**src/rtl/i2c_transfer_sequencer.sv**
```systemverilog
// i2c_transfer_sequencer
//   Control FSM that runs a single I2C register write in this order:
//   START, address byte, ACK, register byte, ACK, data byte, ACK, STOP.
//   It drives the byte engine's send strobes and the SDA pad. The SCL
//   generator is gated through scl_enable.
// Ports
//   clock, reset (sync, active low)     : clocking
//   timebase                            : SCL-rate timebase, rising edge = bit slot
//   request_valid/ready, request_*      : write request handshake and fields
//   engine_*, send_*                    : latched fields and send strobes to byte engine
//   engine_transfer_done, engine_sda    : byte engine status and serial bit
//   i2c_sda_in/out/oe                   : SDA pad (oe=0 releases the line)
//   scl_enable                          : SCL generator gate
//   busy, done, nack                    : transfer status
module i2c_transfer_sequencer #(
  parameter int SETUP_DELAY = 35
) (
  input  logic       clock,
  input  logic       reset,
  input  logic       timebase,
  input  logic       request_valid,
  output logic       request_ready,
  input  logic [6:0] request_slave_address,
  input  logic [7:0] request_register,
  input  logic [7:0] request_data,
  output logic [6:0] engine_slave_address,
  output logic [7:0] engine_register,
  output logic [7:0] engine_data,
  output logic       engine_direction,
  output logic       send_slave_address,
  output logic       send_register,
  output logic       send_data,
  input  logic       engine_transfer_done,
  input  logic       engine_sda,
  input  logic       i2c_sda_in,
  output logic       i2c_sda_out,
  output logic       i2c_sda_oe,
  output logic       scl_enable,
  output logic       busy,
  output logic       done,
  output logic       nack
);

  localparam int DW = $clog2(SETUP_DELAY + 1);
  localparam logic [DW-1:0] DELAY_LAST = DW'(SETUP_DELAY - 1);

  typedef enum logic [3:0] {
    S_IDLE, S_START, S_ADDR, S_ACK_A, S_REG, S_ACK_R, S_DATA, S_ACK_D, S_STOP
  } state_t;

  state_t         state, next_state;
  logic           previous_timebase;
  logic           entered;       // first cycle in the current state
  logic           byte_done;     // engine finished this byte, waiting for the slot edge
  logic           stop_counting; // STOP: SCL hold tick is over, now counting the setup delay
  logic [DW-1:0]  delay_count;
  logic           tick;
  logic           accept;
  logic           in_byte, in_ack;

  assign tick    = timebase & ~previous_timebase;
  assign accept  = request_valid & request_ready;
  assign in_byte = (state == S_ADDR) || (state == S_REG) || (state == S_DATA);
  assign in_ack  = (state == S_ACK_A) || (state == S_ACK_R) || (state == S_ACK_D);

  // State register and datapath registers.
  always_ff @(posedge clock) begin
    if (!reset) begin
      state                <= S_IDLE;
      previous_timebase    <= 1'b0;
      entered              <= 1'b0;
      byte_done            <= 1'b0;
      stop_counting        <= 1'b0;
      delay_count          <= '0;
      done                 <= 1'b0;
      nack                 <= 1'b0;
      engine_slave_address <= '0;
      engine_register      <= '0;
      engine_data          <= '0;
    end else begin
      state             <= next_state;
      previous_timebase <= timebase;
      entered           <= (next_state != state);
      done              <= (state == S_STOP) && (next_state == S_IDLE);

      if (next_state != state)
        delay_count <= '0;
      else if ((state == S_START) || ((state == S_STOP) && stop_counting))
        delay_count <= delay_count + DW'(1);

      // A done arriving together with the slot edge advances on that edge,
      // so remembering it is only needed when it comes early.
      if (next_state != state)
        byte_done <= 1'b0;
      else if (in_byte && engine_transfer_done)
        byte_done <= 1'b1;

      if (state != S_STOP)
        stop_counting <= 1'b0;
      else if (tick)
        stop_counting <= 1'b1;

      if (accept)
        nack <= 1'b0;
      else if (in_ack && tick && i2c_sda_in)
        nack <= 1'b1;

      if (accept) begin
        engine_slave_address <= request_slave_address;
        engine_register      <= request_register;
        engine_data          <= request_data;
      end
    end
  end

  // Next-state logic.
  always_comb begin
    next_state = state;
    case (state)
      S_IDLE:  if (request_valid) next_state = S_START;
      S_START: if (delay_count == DELAY_LAST) next_state = S_ADDR;
      S_ADDR:  if (tick && (byte_done || engine_transfer_done)) next_state = S_ACK_A;
      S_ACK_A: if (tick) next_state = i2c_sda_in ? S_STOP : S_REG;
      S_REG:   if (tick && (byte_done || engine_transfer_done)) next_state = S_ACK_R;
      S_ACK_R: if (tick) next_state = i2c_sda_in ? S_STOP : S_DATA;
      S_DATA:  if (tick && (byte_done || engine_transfer_done)) next_state = S_ACK_D;
      S_ACK_D: if (tick) next_state = S_STOP;
      S_STOP:  if (stop_counting && (delay_count == DELAY_LAST)) next_state = S_IDLE;
      default: next_state = S_IDLE;
    endcase
  end

  // Output decode.
  always_comb begin
    request_ready      = (state == S_IDLE);
    busy               = (state != S_IDLE);
    engine_direction   = 1'b0;
    send_slave_address = entered && (state == S_ADDR);
    send_register      = entered && (state == S_REG);
    send_data          = entered && (state == S_DATA);
    scl_enable         = in_byte || in_ack || ((state == S_STOP) && !stop_counting);
    i2c_sda_oe         = 1'b0;
    i2c_sda_out        = 1'b1;
    if (state == S_START || state == S_STOP) begin
      i2c_sda_oe  = 1'b1;
      i2c_sda_out = 1'b0;
    end else if (in_byte) begin
      i2c_sda_oe  = 1'b1;
      i2c_sda_out = engine_sda;
    end
  end

endmodule
```
**config.mk**
```make
export PLATFORM = sky130hd
export DESIGN_NAME = i2c_transfer_sequencer
export DESIGN_NICKNAME = d
export VERILOG_FILES = /design/src/rtl/i2c_transfer_sequencer.sv
export SDC_FILE = /design/constraint.sdc
export NUM_CORES = 1
export LEC_CHECK = 0
export BUFFER_PORTS_ARGS = -buffer_cell sky130_fd_sc_hd__buf_2
export CELL_PAD_IN_SITES_DETAIL_PLACEMENT = 1
export CELL_PAD_IN_SITES_GLOBAL_PLACEMENT = 1
export CORE_MARGIN = 4
export CORE_UTILIZATION = 25
export CTS_CLUSTER_DIAMETER = 120
export DETAILED_ROUTE_END_ITERATION = 6
export MAX_ROUTING_LAYER = met4
export PLACE_DENSITY_LB_ADDON = 0.1
export SLEW_MARGIN = 20
export SYNTH_ARGS = -nofsm -noshare
export SYNTH_HDL_FRONTEND = slang
export SYNTH_SLANG_ARGS = --single-unit
```
**constraint.sdc**
```tcl
create_clock -name clock -period 1.8 [get_ports clock]
set_input_delay 0.36 -clock clock [delete_from_list [all_inputs] [get_ports clock]]
set_output_delay 0.36 -clock clock [all_outputs]
set_load 0.03 [all_outputs]
```
## Word level (Yosys, flattened, before mapping)

Index checks and enable logic that the tools add are counted.

| storage, ports and cells | value |
|---|---|
| input port bits | 30 |
| register bits after elaboration | 39 |
| output and inout bits | 34 |

| cells by class | value |
|---|---|
| eq/ne operators | 11 |
| reductions and logical operators | 27 |
| add/subtract/negate cells | 1 |
| muxes and demuxes | 16 |
| bitwise operators | 4 |

Operator list:

| cell | count |
|---|---|
| $mux W4 | 11 |
| $pmux W4 S9 | 1 |
| $eq A4 B3 Y1 const B | 4 |
| $logic_and A1 B1 Y1 | 11 |
| $logic_or A1 B1 Y1 | 9 |
| $eq A4 B2 Y1 const B | 2 |
| $logic_not A4 Y1 | 2 |
| $add A6 B1 Y6 const B | 1 |
| $eq A6 B6 Y1 const B | 1 |
| $reduce_or A2 Y1 | 3 |
| $eq A4 B1 Y1 const B | 1 |
| $eq A4 B4 Y1 const B | 1 |
| $mux W1 | 4 |
| $ne A4 B4 Y1 | 1 |
| $ne A4 B4 Y1 const B | 1 |
| $reduce_bool A4 Y1 | 1 |
| $and A1 B1 Y1 | 2 |
| $not A1 Y1 | 2 |
| $logic_not A1 Y1 | 1 |

## Depth between registers and ports, before layout

| logic depth | value |
|---|---|
| depth after elaboration | 7 |
| depth in mapped cells | 11 |
| mapped depth without buffers | 7 |

## Worst setup path after synthesis

No wires, ideal clock.

| path | value |
|---|---|
| kind | register to output |
| start | reg state[1] |
| end | out i2c_sda_oe |
| required time | 1.440 ns |
| arrival time | 1.684 ns |
| cell stages (with the launch flop) | 6 |
| setup slack | -0.244 ns |
| cell sequence | dfxtp_1 > buf_2 > nor2_1 > clkbuf_1 > xnor2_1 > o21ai_0 |

| between the ends | value |
|---|---|
| cells in the longest elaborated chain, start to end | 5 |
| elaborated cells between the ends (all ways) | 10 |
| those cells by class | eq/ne (5); mux (2); reduce/logical (3) |

Ends and longest elaborated chain:

| item | line | source |
|---|---|---|
| from (decl) | 51 | `state_t state, next_state;` |
| from (signal assigned) | 81 | `state <= next_state;` |
| $eq A4 B2 Y1 or $eq A4 B3 Y1 (tied branches) | 63 | `assign in_byte = (state == S_ADDR) \|\| (state == S_REG) \|\| (state == S_DATA);` |
| $logic_or A1 B1 Y1 (2 in series) | 63 |  |
| $mux W1 | 147 | `end else if (in_byte) begin` |
| $mux W1 * | 144 | `if (state == S_START \|\| state == S_STOP) begin` |
| to (decl) | 37 | `output logic i2c_sda_oe,` |

Every way passes the cells marked *; elsewhere a longest branch is shown, timed or not.

## Worst setup path after layout

| path | value |
|---|---|
| start | reg state[3] |
| end | out i2c_sda_out |

| between the ends | value |
|---|---|
| cells in the longest elaborated chain, start to end | 5 |
| elaborated cells between the ends (all ways) | 10 |
| those cells by class | eq/ne (5); mux (2); reduce/logical (3) |

Ends and longest elaborated chain:

| item | line | source |
|---|---|---|
| $eq A4 B2 Y1 or $eq A4 B3 Y1 (tied branches) | 63 |  |
| $logic_or A1 B1 Y1 (2 in series) | 63 |  |
| $mux W1 | 147 |  |
| $mux W1 * | 144 |  |
| to (decl) | 36 | `output logic i2c_sda_out,` |

Marked as above.

==> flow_metrics.py <==
metrics = {
    "floorplan": {
        "dieArea_sq_mm": 0.00894,
        "dieHeight_um": 94.5,
        "die_x_um": 94.5,
        "start_util_pct": 25.8,
        "io_pins": 64,
        "core_area_sq_mm": 0.00725,
        "row_count": 31,
    },
    "power": {
        "power_leakage_uw": 0.00110,
        "max-vdd-ir-drop_mv": 0.274,
        "powerDensity_mw_per_mm2": 766,
        "clockPowerShare_pct": 32.9,
        "p_comb_share_pct": 19.0,
        "power_frac_seq_pct": 48.1,
        "p_int_uw": 1350,
        "p_switching_uw": 565,
        "switching_share_pct": 29.4,
    },
    "critical_path": {
        "endpoint_kind": "output port",
        "crit_fanout": 7,
        "rrSetupSlack_ns": 0.23,
        "crit_type": "reg2out",
        "critPathArrivalTime_ns": 1.40,
        "start_kind": "flop",
        "r2r_end": "delay_count[2]",
        "crit_chain": "or3_1 -> a21oi_2 -> a21oi_1 -> buf_4",
        "critPathBufInv": 1,
        "r2r_start": "state[2]",
        "cp_data_required_time_ns": 1.44,
        "rr_worst_depth": 6,
        "cpPeakStageDelay_ns": 0.39,
        "slowest_stage": "or3_1",
        "crit_family": "simple AND/OR/NAND/NOR gates",
    },
    "clock_tree": {
        "cts_tree": "built",
        "numCtsBuffers": 5,
        "clk_latency_ns": 0.29,
        "path_clk_slew_ns": 0.08,
        "clock-root-buffer": "clkbuf_8",
        "max-clock-path-buffers": 2,
        "cts_sinks": 39,
        "cts_hold_buf": 0,
        "htreeDepth": 2,
    },
    "global_route": {
        "met1_usage_pct": 16.2,
        "grt_pass1_vias": 1839,
        "met3_usage_pct": 3.03,
        "grt_max_degree": 27,
        "grt.total_usage_pct": 12.8,
        "gr-total-overflow": 0,
        "top_usage_layer": "met2",
        "gr-usage-met2_pct": 20.0,
        "grt_pass1_wl_um": 8760,
        "antenna_found_initial": 0,
    },
    "run": {
        "drv_cap": 0,
    },
    "logic_synthesis": {
        "avgSynthCellArea_sq_um": 8.43,
        "yosys.cell_count.top_type": "nand2_1",
        "synthTopCellsByCount": "nand2_1 (52), dfxtp_1 (39), a21boi_1 (20)",
        "synth_cell_types": 46,
        "synthesis.area_sq_mm": 0.00187,
        "syn_inst": 222,
        "synth_edf_count": 0,
        "yosysWarningCount": 0,
        "synth-seq-area-share_pct": 41.7,
        "synth_seq_cells": 39,
        "yosysTopAreaCell": "dfxtp_1",
        "async_reset_ff_share_pct": 0,
        "ys.flop_type": "dfxtp_1",
        "synth_top_area_share_pct": 41.7,
        "synth_nets": 254,
        "ys_top_cells_by_area": "dfxtp_1 (42%), nand2_1 (10%), a21boi_1 (8.0%)",
    },
    "placed_design": {
        "port_buffers": 62,
        "post-place-ws_ns": 0.158,
        "place_congestion": 0.755,
        "dpl.hpwl_um": 4110,
    },
    "timing": {
        "skew_ns": 0.00386,
        "hold_viol": 0,
        "fin_crit_sh_pct": 97.7,
        "fmax_mhz": 569,
        "setup_viol": 0,
        "period_minus_slack_ns": 1.76,
        "tns_ns": 0,
        "whs_ns": 0.298,
        "final.setup.worst_slack_ns": 0.0420,
        "slew_violations": 0,
    },
    "route": {
        "wl_per_cell_um": 13.7,
        "drc": 0,
        "vias_per_cell": 4.50,
        "drt_wl_total_um": 5420,
        "via_count": 1778,
        "first_iter_violations": 48,
        "dr.pass1.iters": 4,
        "ant_nets": 0,
    },
    "finish": {
        "area_growth_pct": 33.9,
        "nets": 327,
        "antennaDiodeCount": 0,
        "drive_gt1_share_pct": 35.5,
    },
    "worst_hold_path": {
        "holdPathEnd": "engine_data[4]",
        "min_path_cells": 3,
        "hold_path.startpoint": "request_data[4]",
        "hold_path.class": "in2reg",
    },
    "status": {
        "outcome": "complete, no violations",
    },
}
timing repair:
item | 4_1_cts | 5_1_grt
setup endpoints to repair | 5 | 3
gates resized for setup | 8 | 9
pin swaps | 0 | 1
buffers inserted | 0 | 1
metrics by stage:
stage	utilization, %	power, uW	cells	cell area [sq um]
CTS	34.1	1960	394	2470
global route	34.6	2030	395	2510
detailed placement	32.6	1320	386	2360
global placement	32.6	1320	386	2360
floorplan	-	1190	222	1880
finish	34.6	1920	395	2510
metal layers:
metal | routed length [um] | up-vias
met5 | 0 | -
met4 | 38 | 0
met3 | 277 | 2
met2 | 2590 | 42
met1 | 2510 | 835
li1 | - | 899
registers in the layout, summed over array words and instances (netlist names):
name	flops
byte_done	1
entered	1
nack	1
state	4
engine_slave_address	7
engine_data	8
engine_register	8
done	1
previous_timebase	1
stop_counting	1
delay_count	6
tightest hold or removal path: cells and delay by family:
family,cells,cell delay [ns]
buf+inv,1,0.09
compound gates,1,0.05
simple gates,1,0.04
kinds of logic (layout without fill, tap and decap cells):
| kind of cell | after synthesis | count (layout) | synth area share, % |
|---|---|---|---|
| flops | 39 | 39 | 41.7 |
| other cells | 1 | 1 | 0.200 |
| mux | 1 | 1 | 0.535 |
| xor+xnor | 6 | 6 | 2.81 |
| fa+ha+maj | 2 | 2 | 1.34 |
| compound gates | 52 | 52 | 20.7 |
| buf+inv | 20 | 94 | 6.28 |
| simple gates | 101 | 101 | 26.5 |
placed cells by master, fill, tap and decap left out, types with 4 or more instances in the layout:
cell / synthesis / layout
clkbuf_8: 0 / 6
a21boi_1: 20 / 20
and2_1: 6 / 6
buf_2: 3 / 60
dfxtp_1: 39 / 35
nand3_1: 5 / 5
a21oi_1: 6 / 5
buf_4: 2 / 21
nor3_1: 10 / 10
nand2_1: 52 / 52
a21boi_0: 4 / 4
nor2_1: 9 / 8
worst max path at each step:
stage / startpoint / endpoint / cells after the start
floorplan: state[2] / scl_enable / 6
global placement: state[1] / delay_count[5] / 6
detailed placement: state[1] / byte_done / 6
CTS: state[1] / i2c_sda_oe / 5
global route: state[1] / i2c_sda_out / 5
finish: state[3] / i2c_sda_out / 4
area by class of cell:
cell class | instances | area (sq um)
Clock buffer | 7 | 86.3
Fill cell | 908 | 4750
Tap cell | 99 | 124
Inverter | 4 | 16.3
Sequential cell | 39 | 793
Timing Repair Buffer | 82 | 478
Multi-Input combinational cell | 163 | 1000
Clock inverter | 1 | 8.76
power groups by stage:
stage / clock network (uW) / logic, uW / registers, uW
2_1_floorplan: 0 / 172 / 1010
3_3_place_gp: 0 / 371 / 948
3_5_place_dp: 0 / 370 / 949
4_1_cts: 662 / 371 / 930
5_1_grt: 698 / 403 / 931
6_report: 631 / 365 / 924
(Power assumes the default switching activity.)
